[src/rtl/pe_s10_tree_feeder.sv]
`default_nettype none
// ============================================================================
//  Module      : pe_s10_tree_feeder
//  Description : Stream-to-vector front end for an external free-running
//                signed adder tree. Gathers NUM elements from a valid/ready
//                stream, launches them into the tree, waits out the fixed
//                tree latency and presents the sum on a valid/ready output.
//  Revision    : 1.0 - initial release
// ============================================================================
module pe_s10_tree_feeder #(
    parameter int SIZE     = 5,
    parameter int NUM      = 40,
    parameter int TREE_LAT = $clog2(NUM)
) (
    input  logic                               clk,
    input  logic                               reset,
    input  logic                               in_valid,
    input  logic signed [SIZE-1:0]             in_data,
    output logic                               in_ready,
    output logic signed [SIZE-1:0]             tree_din [0:NUM-1],
    input  logic signed [$clog2(NUM)+SIZE-1:0] tree_dout,
    output logic                               out_valid,
    output logic signed [$clog2(NUM)+SIZE-1:0] out_data,
    input  logic                               out_ready
);

    localparam int c_cnt_w = (NUM > 1) ? $clog2(NUM) : 1;
    localparam int c_lat_w = (TREE_LAT > 0) ? $clog2(TREE_LAT + 1) : 1;
    localparam logic [c_cnt_w-1:0] c_last = c_cnt_w'(NUM - 1);
    localparam logic [c_lat_w-1:0] c_lat  = c_lat_w'(TREE_LAT);

    // Gather buffer and its bookkeeping
    logic signed [SIZE-1:0] r_buf [0:NUM-1];
    logic [c_cnt_w-1:0]     r_cnt;
    logic                   r_full;

    // In-flight tracking: at most one vector inside the tree at a time
    logic                   r_busy;
    logic [c_lat_w-1:0]     r_lat;

    logic w_accept;
    logic w_launch;
    logic w_capture;
    logic w_consume;

    // Input is only refused while a complete vector waits for launch
    assign in_ready  = ~r_full;
    assign w_accept  = in_valid & ~r_full;
    // A held result blocks launch so the single result register is never overrun
    assign w_launch  = r_full & ~r_busy & ~out_valid;
    assign w_capture = r_busy & (r_lat == '0);
    assign w_consume = out_valid & out_ready;

    // Gather: write elements in arrival order, flag a complete vector
    always_ff @(posedge clk or posedge reset) begin
        if (reset) begin
            for (int i = 0; i < NUM; i++) begin
                r_buf[i] <= '0;
            end
            r_cnt  <= '0;
            r_full <= 1'b0;
        end else begin
            if (w_accept) begin
                r_buf[r_cnt] <= in_data;
                if (r_cnt == c_last) begin
                    r_cnt  <= '0;
                    r_full <= 1'b1;
                end else begin
                    r_cnt  <= r_cnt + c_cnt_w'(1);
                end
            end else if (w_launch) begin
                // Buffer is copied out, so the next vector may start filling
                r_full <= 1'b0;
            end
        end
    end

    // Launch and latency tracking: tree_din only changes on a launch edge
    always_ff @(posedge clk or posedge reset) begin
        if (reset) begin
            for (int i = 0; i < NUM; i++) begin
                tree_din[i] <= '0;
            end
            r_busy <= 1'b0;
            r_lat  <= '0;
        end else begin
            if (w_launch) begin
                tree_din <= r_buf;
                r_busy   <= 1'b1;
                r_lat    <= c_lat;
            end else if (r_busy) begin
                if (r_lat != '0) begin
                    r_lat <= r_lat - c_lat_w'(1);
                end else begin
                    r_busy <= 1'b0;
                end
            end
        end
    end

    // Result register: capture the tree sum, hold it until consumed
    always_ff @(posedge clk or posedge reset) begin
        if (reset) begin
            out_valid <= 1'b0;
            out_data  <= '0;
        end else begin
            if (w_capture) begin
                out_data  <= tree_dout;
                out_valid <= 1'b1;
            end else if (w_consume) begin
                out_valid <= 1'b0;
            end
        end
    end

endmodule
`default_nettype wire

[config.mk]
export PLATFORM = sky130hd
export DESIGN_NAME = pe_s10_tree_feeder
export DESIGN_NICKNAME = d
export VERILOG_FILES = /design/src/rtl/pe_s10_tree_feeder.sv
export SDC_FILE = /design/constraint.sdc
export NUM_CORES = 1
export LEC_CHECK = 0
export ABC_CLOCK_PERIOD_IN_PS = 21800
export CAP_MARGIN = 5
export CORE_MARGIN = 3
export CORE_UTILIZATION = 54
export DETAILED_ROUTE_END_ITERATION = 10
export GPL_ROUTABILITY_DRIVEN = 0
export GPL_TIMING_DRIVEN = 0
export PLACE_DENSITY = 0.84
export SLEW_MARGIN = 20
export SYNTH_ARGS = -nofsm -noshare
export SYNTH_HDL_FRONTEND = slang
export SYNTH_SLANG_ARGS = --single-unit
[constraint.sdc]
create_clock -name clk -period 21.8 [get_ports clk]
set_input_delay 4.36 -clock clk [delete_from_list [all_inputs] [get_ports clk]]
set_output_delay 4.36 -clock clk [all_outputs]
set_load 0.1 [all_outputs]
==> results.md <==
* Logic gate share of total power at between 30% and 40%
* Final WL at 37400 um
* Yosys cell types at 40
* Commonest non-fill, non-tap cells in the layout: dfrtp_1 (423), mux2_2 (256), clkdlybuf4s50_1 (227)
* Required @ worst endpoint at 17.44 ns
* Mean post-synth cell area at about 17 um^2
* ANT cells at 0
* Met3 track demand over resource at 6.11%
* Clock Path Buffers at 3
* Max Cap Violations at 0
* Critical Path Start Type: flop
* Share of cells above drive strength 1 at 40.8%
* Power Density at around 150 nW/um^2
* Post-CTS setup buffer count at 0
* Crit end category: output pin
* Int Pwr at 1840 uW
* Most common library cell in the layout ignoring fill and taps: dfrtp_1
* Least-Margin Pin Slew at 1.07 ns
* Clock power share at 23.4%
* Switch Pwr at 1260 uW
* CTS Buf Count at 43
* CTS tree: yes
* Post-CTS Resized at 0
* Post-Syn Instances at 991
* Initial antenna violation count at 0
* Syn_nets at 1014
* GRT Residual Overflow at 0
* Vias at ~9000
* Grt met2 use at 37.4%
* Crit path launch: r_full$_DFFE_PP0P_
* Final core utilization at 69.1%
* RSZ-0062 raised after global routing: false
* Die X at between 150 and 200 um
* H-tree lvl count at 2
* Reg-to-reg startpoint: r_cnt[0]$_DFFE_PP0P_
* Crit-path max FO at 9
* WP data arrival at ~2.3 ns
* Final slew viol count at 0
* TritonRoute pass-1 iters at 4
* Largest net degree at the start of global routing at 110
* Die area at 33600 um^2
* Worst Hold Class: reg2reg
* Seq cells post-synth at 423
* GRT busiest layer: met2
* Post-route setup TNS at 0 ns
* Die span in y at 183 um
* Synth Cell Area at 17000 um^2
* Initial DRC count at between 300 and 400
* Fmax at 150 MHz
* Seq/Total Area, Yosys at 62.4%
* Synth-to-Final Area Change at 25.3%
* Port Buf Inserts at 227
* Seq pwr share at between 30% and 40%
* Dpl hpwl at 26200 um
* DRC violations left at 0
* Status: complete, no violations
* Rows at 64
* Worst skew pair latency at 0.52 ns
* Slew margin rel. at 28.8%
* Clock Skews at 0.0136 ns
* Switching Fraction at between 40% and 50%
* Drt wl/cell at 22.1 um
* I/O pin total at 233
* Fin crit period at 6.68 ns
* Synthesis Warnings at 0
* Final setup viols at 0
* Clock-pin slew of the registers on the worst-case setup and hold paths at 0.06 ns
* Vias in the first global route at 10300
* Hold path startpoint: r_buf[90]$_DFFE_PP0P_
* TritonCTS Sinks at approximately 420
* Peak supply drop at just under 0.09 mV
* Gr usage total at between 20 and 25%
* Root Driver: clkbuf_16
* First-pass GRT wire length at just under 60000 um
* Lkg Pwr at ~0.011 uW
* Final Hold Fails at 0
* CTS Hold Buffers Added at 0
* Initial Util at ~55%
* Setup CP Type: reg2out
* Via density at approximately 5.4
* Period Utilization, post-route at 30.7%
* Nets at 1290
* Core footprint at 30700 um^2
* ANT nets after route at 0
* # fillers at 2075
* Met1 GRT Util at 30.2%
synthesized netlist by cell type, drive strengths merged:
cell type / number / share of area (%)
mux2: 412 / 31
nor3b: 4 / 0.21
a211oi: 1 / 0.044
and3b: 2 / 0.10
nand3: 21 / 0.62
nand2b: 3 / 0.11
nand2: 7 / 0.15
dfrtp: 423 / 62
nand4b: 1 / 0.052
xor2: 1 / 0.052
nor2: 3 / 0.066
xnor2: 1 / 0.052
a21oi: 1 / 0.029
o211ai: 1 / 0.044
a21o: 1 / 0.044
clkbuf: 25 / 0.55
or3b: 5 / 0.27
or3: 2 / 0.074
a211o: 1 / 0.052
mux2i: 2 / 0.12
nor2b: 3 / 0.11
ha: 3 / 0.22
o21ai: 4 / 0.12
nor3: 24 / 1.9
nand3b: 3 / 0.21
o21a: 1 / 0.044
buf: 29 / 1.5
a41oi: 1 / 0.052
inv: 6 / 0.13
kinds of logic (layout without fill, tap and decap cells):
logic type	after synthesis	count (layout)	share of synthesized area [%]
compound gates	11	11	0.428
xor+xnor	2	2	0.103
fa+ha+maj	3	3	0.221
buf+inv	60	364	2.21
flops	423	423	62.4
mux	414	414	30.8
simple gates	78	78	3.83
power by group through the flow:
stage	Sequential [uW]	Clock (uW)	Combinational, uW
6_report	1150	725	1220
5_1_grt	1180	772	1260
2_1_floorplan	1730	0	363
3_5_place_dp	1160	0	1220
3_3_place_gp	1150	0	1190
4_1_cts	1150	739	1220
sequential cells by signal (all words and copies together), names as in the netlist:
| name | cells |
|---|---|
| r_buf | 200 |
| tree_din | 200 |
| out_data | 11 |
| r_cnt | 6 |
| r_lat | 3 |
| out_valid | 1 |
| r_busy | 1 |
| r_full | 1 |
worst paths after layout:
check / cells after the start / end / slack [ns]
worst min register to register: 1 / tree_din[90]$_DFFE_PP0P_ / 0.49
min in group asynchronous: 2 / tree_din[163]$_DFFE_PP0P_ / 4.19
worst max-delay path: 2 / in_ready / 15.12
max in group asynchronous: 5 / tree_din[38]$_DFFE_PP0P_ / 15.99
worst max register to register: 4 / r_buf[138]$_DFFE_PP0P_ / 19.72
worst min-delay path: 1 / tree_din[90]$_DFFE_PP0P_ / 0.49
area by class of cell:
cell class	instances	area (um^2)	area share [%]
Buffer	54	353	1.66
Tap cell	396	495	2.33
Clock inverter	9	97.6	0.459
Inverter	6	30.0	0.141
Multi-Input combinational cell	508	6000	28.2
Sequential cell	423	10600	49.8
Clock buffer	64	1310	6.15
Timing Repair Buffer	231	2380	11.2
worst max-delay path, cell delays in order (launching register included):
cell and delay, ns:
dfrtp_1 0.48, inv_1 0.12, clkdlybuf4s50_1 1.19
through the flow:
stage / cells / instance area (um^2) / worst slack, ns / hold WS [ns] / total power [uW]
after detailed placement: 1618 / 19800 / 15.28 / 0.475 / 2380
final: 1691 / 21300 / 15.12 / 0.487 / 3090
after CTS: 1691 / 21300 / 15.10 / 0.489 / 3120
after global routing: 1691 / 21300 / 15.04 / 0.502 / 3210
after global placement: 1614 / 19700 / 1.47 / 0.463 / 2340
after floorplan: 991 / 17000 / 5.66 / 0.445 / 2090
metal layers:
layer  wire length (um)  part of all wire (%)
met2              18100                    48
met4                958                   2.6
met1              15900                    43
met3               2390                   6.4
met5                  0                     0
Power figures use the tool's default switching activity.
